File: config.mk
export PLATFORM = sky130hd
export DESIGN_NAME = mem_arbiter
export DESIGN_NICKNAME = d
export VERILOG_FILES = /design/src/rtl/mem_arbiter.sv
export SDC_FILE = /design/constraint.sdc
export NUM_CORES = 1
export LEC_CHECK = 0
export ABC_CLOCK_PERIOD_IN_PS = 3100
export CORE_ASPECT_RATIO = 0.7
export CORE_MARGIN = 3
export CORE_UTILIZATION = 38
export DETAILED_ROUTE_END_ITERATION = 16
export DONT_BUFFER_PORTS = 1
export SETUP_SLACK_MARGIN = 0.1
export SYNTH_ARGS = -nofsm -noshare
export SYNTH_HDL_FRONTEND = slang
export SYNTH_SLANG_ARGS = --single-unit
File: constraint.sdc
create_clock -name i_CLK -period 3.1 [get_ports i_CLK]
set_input_delay 0.62 -clock i_CLK [delete_from_list [all_inputs] [get_ports i_CLK]]
set_output_delay 0.62 -clock i_CLK [all_outputs]
set_load 0.01 [all_outputs]
File: src/rtl/mem_arbiter.sv
// mem_arbiter: two-port arbiter in front of one single-port RAM
// (synchronous write, asynchronous read).
//
// The fetch port is read-only. The data port does loads and stores.
// A port is granted in the same cycle that it requests. On contention
// the data port has fixed priority. Read data is registered and comes
// back one cycle after the grant, with a one-cycle rvalid pulse.
//
// Optional feature: define MEM_ARB_STARVE_GUARD_EN to enable the
// starvation guard. Fetch is then forced through after STARVE_LIMIT
// consecutive data grants while fetch waits.
//
// Ports:
//   i_CLK, i_RST               clock, asynchronous active-high reset
//   i_if_req, i_if_addr        fetch read request and address
//   o_if_gnt                   fetch access performed this cycle
//   o_if_rvalid, o_if_rdata    registered fetch read data
//   i_d_req, i_d_we            data request; 1 = store, 0 = load
//   i_d_addr, i_d_wdata        data address and store data
//   o_d_gnt                    data access performed this cycle
//   o_d_rvalid, o_d_rdata      registered load data
//   o_mem_addr, o_mem_data,
//   o_mem_we                   RAM address, write data, write enable
//   i_mem_q                    RAM asynchronous read data
module mem_arbiter #(
  parameter int unsigned DATA_WIDTH   = 32,
  parameter int unsigned ADDR_WIDTH   = 10,
  parameter int unsigned STARVE_LIMIT = 4
) (
  input  logic                  i_CLK,
  input  logic                  i_RST,
  input  logic                  i_if_req,
  input  logic [ADDR_WIDTH-1:0] i_if_addr,
  output logic                  o_if_gnt,
  output logic                  o_if_rvalid,
  output logic [DATA_WIDTH-1:0] o_if_rdata,
  input  logic                  i_d_req,
  input  logic                  i_d_we,
  input  logic [ADDR_WIDTH-1:0] i_d_addr,
  input  logic [DATA_WIDTH-1:0] i_d_wdata,
  output logic                  o_d_gnt,
  output logic                  o_d_rvalid,
  output logic [DATA_WIDTH-1:0] o_d_rdata,
  output logic [ADDR_WIDTH-1:0] o_mem_addr,
  output logic [DATA_WIDTH-1:0] o_mem_data,
  output logic                  o_mem_we,
  input  logic [DATA_WIDTH-1:0] i_mem_q
);

  if (STARVE_LIMIT < 1 || STARVE_LIMIT > 255) begin : g_limit_check
    $error("mem_arbiter: STARVE_LIMIT must be in 1..255");
  end

  typedef enum logic [1:0] {IDLE, SERV_I, SERV_D} state_t;

  state_t last_q, last_d;
  logic   if_gnt, d_gnt;
  logic   starve_hit;

`ifdef MEM_ARB_STARVE_GUARD_EN
  localparam logic [7:0] LIMIT8 = STARVE_LIMIT[7:0];
  logic [7:0] starve_q;

  // Counts data grants taken while fetch waits. It clears as soon as
  // fetch is served or drops its request. The guard fires only when
  // both ports request, so the count never goes past LIMIT8.
  always_ff @(posedge i_CLK or posedge i_RST) begin
    if (i_RST)                    starve_q <= '0;
    else if (if_gnt || !i_if_req) starve_q <= '0;
    else if (d_gnt)               starve_q <= starve_q + 8'd1;
  end

  assign starve_hit = (starve_q >= LIMIT8);
`else
  assign starve_hit = 1'b0;
`endif

  always_ff @(posedge i_CLK or posedge i_RST) begin
    if (i_RST) last_q <= IDLE;
    else       last_q <= last_d;
  end

  // Grants depend only on the current requests, so a lone request is
  // served in any state. Reset blocks all grants, so no store can
  // commit while reset is high.
  always_comb begin
    if_gnt = 1'b0;
    d_gnt  = 1'b0;
    last_d = IDLE;
    if (!i_RST) begin
      if (i_d_req && !(i_if_req && starve_hit)) d_gnt  = 1'b1;
      else if (i_if_req)                        if_gnt = 1'b1;
    end
    if (if_gnt)     last_d = SERV_I;
    else if (d_gnt) last_d = SERV_D;
  end

  assign o_if_gnt   = if_gnt;
  assign o_d_gnt    = d_gnt;
  assign o_mem_we   = d_gnt & i_d_we;
  assign o_mem_addr = d_gnt ? i_d_addr : i_if_addr;
  assign o_mem_data = i_d_wdata;

  always_ff @(posedge i_CLK or posedge i_RST) begin
    if (i_RST) begin
      o_if_rvalid <= 1'b0;
      o_if_rdata  <= '0;
      o_d_rvalid  <= 1'b0;
      o_d_rdata   <= '0;
    end else begin
      o_if_rvalid <= if_gnt;
      o_d_rvalid  <= d_gnt & ~i_d_we;
      if (if_gnt)            o_if_rdata <= i_mem_q;
      if (d_gnt && !i_d_we)  o_d_rdata  <= i_mem_q;
    end
  end

  a_last_fetch: assert property (@(posedge i_CLK) disable iff (i_RST)
    if_gnt |=> (last_q == SERV_I));
  a_last_data: assert property (@(posedge i_CLK) disable iff (i_RST)
    d_gnt |=> (last_q == SERV_D));

endmodule
== Word-level counts from Yosys, hierarchy flattened ==
Cells that the tools add are included.
Word-level totals
  register bits: 66
  latch bits: 0
  bits in writable memories: 0
  ROM bits: 0
  input port bits: 89
  memories: 0
Cells by class
  add/sub/neg operators: 0
  multiply operators: 0
  div/mod/pow operators: 0
  $lt $le $gt $ge: 0
  equality and inequality tests: 0
  shift operators: 0
  muxes and demuxes: 6
  bitwise logic cells: 3
  reductions and logical operators: 2
Operators with widths (number)
  $mux W10: 1
  $mux W1: 5
  $and A1 B1 Y1: 2
  $logic_and A1 B1 Y1: 1
  $logic_not A1 Y1: 1
  $not A1 Y1: 1

== Depth between registers and ports, before layout ==
  depth in word-level cells: 3
  gate-level depth with buffers: 3
  mapped depth without buffers: 2

== Least setup slack after synthesis ==
Ideal clock, no wire load.
  path type: input-to-output
  from: input i_RST
  to: output o_mem_we
  arrival: 2390 ps
  slack: 90 ps
  stages: 2
  path buffers: 0
  cells stage by stage: inv_1 -> and3_1
On the way
  longest elaborated chain between the ends: 2
Ends and longest elaborated chain
  start, declared: RTL line 31  | input logic i_RST,
  $mux W1: RTL line 90  | if (!i_RST) begin
  $and A1 B1 Y1: RTL line 100  | assign o_mem_we = d_gnt & i_d_we;
  end, declared: RTL line 46  | output logic o_mem_we,
No other way between the ends.

== Worst setup path after layout ==
  from: input i_RST
  to: output o_mem_addr[7]
On the way
  longest elaborated chain between the ends: 2
Ends and longest elaborated chain
  $mux W1: RTL line 90
  $mux W10: RTL line 101  | assign o_mem_addr = d_gnt ? i_d_addr : i_if_addr;
  end, declared: RTL line 44  | output logic [ADDR_WIDTH-1:0] o_mem_addr,
No other way between the ends.

==> impl_metrics.json <==
{
  "cts_sinks": 66,
  "rows": 25,
  "wl_per_cell_um": 22.0,
  "r2r_start": "o_d_rdata[12]",
  "syn2layout_area_growth_pct": 1.37,
  "grt_setup_unrepaired": "false",
  "synthCells": 185,
  "grt_usage_pct": 13.1,
  "gr-total-overflow": 0,
  "cts_hold_buf": 0,
  "syn_nets": 274,
  "worstPathArrival_ns": 1.42,
  "grt_max_degree": 67,
  "drt_pre_antenna_iters": 4,
  "max_stage_delay_ns": 0.43,
  "reg2reg_slack_ns": 2.26,
  "synth_warnings": 0,
  "globalplace.congestion": 0.673,
  "fin_cells": 259,
  "numPortBuffers": 0,
  "synth_seq_area_share_pct": 58.3,
  "io_pins": 200,
  "critical_path.cell_chain": "nand2b_1 > mux2_2",
  "core_region_area_um2": 6980,
  "fin_crit_ns": 2.04,
  "worst_setup_path_start_kind": "primary input",
  "drive_above_1_share_pct": 56.4,
  "cts-root-buf": "clkbuf_8",
  "relSlewSlack_pct": 46.1,
  "dr_total_vias": 1357,
  "fin_ws_ns": 1.06,
  "fin_nets": 249,
  "cts_tree": "done",
  "regToRegEndpoint": "o_d_rdata[12]",
  "timing_worst_setup_path_type": "primary input to output pin",
  "mostFrequentLayoutCell": "mux2_2",
  "synth.distinct_cells": 9,
  "die_area_um2": 8540,
  "reg2reg_depth": 1,
  "die_h_um": 78.2,
  "worst_ep_required_time_ns": 2.48,
  "powerDensity_nw_per_um2": 734,
  "finClkSkew_ns": 0,
  "fp.dieW_um": 109,
  "clockBufferDepth": 2,
  "power_w": 0.00211,
  "status": "completed",
  "ys_ff_latch": 66,
  "fill_cells": 637,
  "setup-violations-final": 0,
  "path_max_fanout": 11,
  "timing.critical_path.buf_inv": 0,
  "path_delay_family": "multiplexers",
  "ir_drop_mv": 0.249,
  "grt_pass1_wl_um": 8380,
  "drt_iter0_markers": 33,
  "cts_setup_buffers": 0,
  "grt_pass1_vias": 1508,
  "end_kind": "output pin",
  "dpl.hpwl_um": 4150,
  "routed_via_density": 5.24,
  "post-place-ws_ns": 1.06,
  "p_leak_nw": 1.20,
  "dp_cells": 243,
  "synthesis.area_um2": 2830,
  "fmax_mhz": 489,
  "drc": 0,
  "syn_area_per_cell_um2": 15.3,
  "period_share_pct": 65.9,
  "cts_htree_levels": 3,
  "cap_viol_max_count": 0,
  "clk_pin_slew_ns": 0.07,
  "cts_inserted_buffers": 9,
  "slowest_stage": "mux2_2",
  "finalSetupTns_ns": 0,
  "ant_nets": 0,
  "final-hold-violation-count": 0,
  "hold_class": "primary input to asynchronous set/reset pin",
  "initial_core_util_pct": 40.6,
  "final_cell_mix": "72 x mux2_2, 66 x dfrtp_1, 9 x clkbuf_8",
  "worst_pin_slew_ns": 0.809,
  "antenna_cells": 0,
  "antenna_found_initial": 0,
  "slew_violations": 0,
  "worstSkewPairLatency_ns": 0.32,
  "worst-path-stages": 2,
  "holdWs_ns": 0.426,
  "cts_resized": 0,
  "totalWireLength_um": 5700
}
[cell usage after synthesis (all sizes together)]
master,number,area share (%)
and3,1,0.22
mux2,74,29
inv,2,0.27
dfrtp,66,58
buf,39,10
nor3b,2,1.3
nand2b,1,0.22
[flip-flops by register name, indices dropped and copies added (netlist names)]
name / count
o_if_rdata: 32
o_d_rvalid: 1
o_d_rdata: 32
o_if_rvalid: 1
[routing by layer]
| layer | share of wire [%] | track usage [%] | vias to the layer above |
|---|---|---|---|
| li1 | - | - | 553 |
| met1 | 35 | 13.4 | 690 |
| met2 | 49 | 21.4 | 84 |
| met3 | 13 | 7.07 | 30 |
| met4 | 3.1 | 7.10 | 0 |
| met5 | 0 | 0 | - |
[where the power goes]
group | switching [W] | internal, W
clock | 0.000306 | 0.000366
combinational | 0.0000825 | 0.000136
sequential | 0.000195 | 0.00102
total | 0.000584 | 0.00152
[metrics by stage]
stage | util [%] | cell area, um^2
after floorplan | - | 2840
after global placement | 38.5 | 2690
after detailed placement | 38.5 | 2690
after CTS | 41.2 | 2870
after global routing | 41.2 | 2870
final | 41.2 | 2870
[how the worst max path moves through the flow]
stage | to | startpoint | slack [ns]
after floorplan | o_mem_we | i_RST | 0.45
after global placement | o_mem_addr[6] | i_RST | 1.11
after detailed placement | o_mem_addr[7] | i_RST | 1.06
after CTS | o_mem_addr[7] | i_RST | 1.06
after global routing | o_mem_addr[9] | i_RST | 1.0
final | o_mem_addr[7] | i_RST | 1.06
[cell type report]
cell class / count / area, um^2 / area share, %
Timing Repair Buffer: 3 / 22.5 / 0.784
Tap cell: 94 / 118 / 4.10
Multi-Input combinational cell: 78 / 883 / 30.8
Clock buffer: 10 / 128 / 4.44
Sequential cell: 66 / 1650 / 57.5
Inverter: 2 / 11.3 / 0.392
Clock inverter: 6 / 57.6 / 2.00
[kinds of logic (layout without fill, tap and decap cells)]
family	count (synthesis)	after routing	synth area share, %
buffers and inverters	41	21	10.5
flip-flops	66	66	58.3
multiplexers	74	74	29.4
AND/OR/NAND/NOR	4	4	1.77
(Power assumes the default switching activity.)
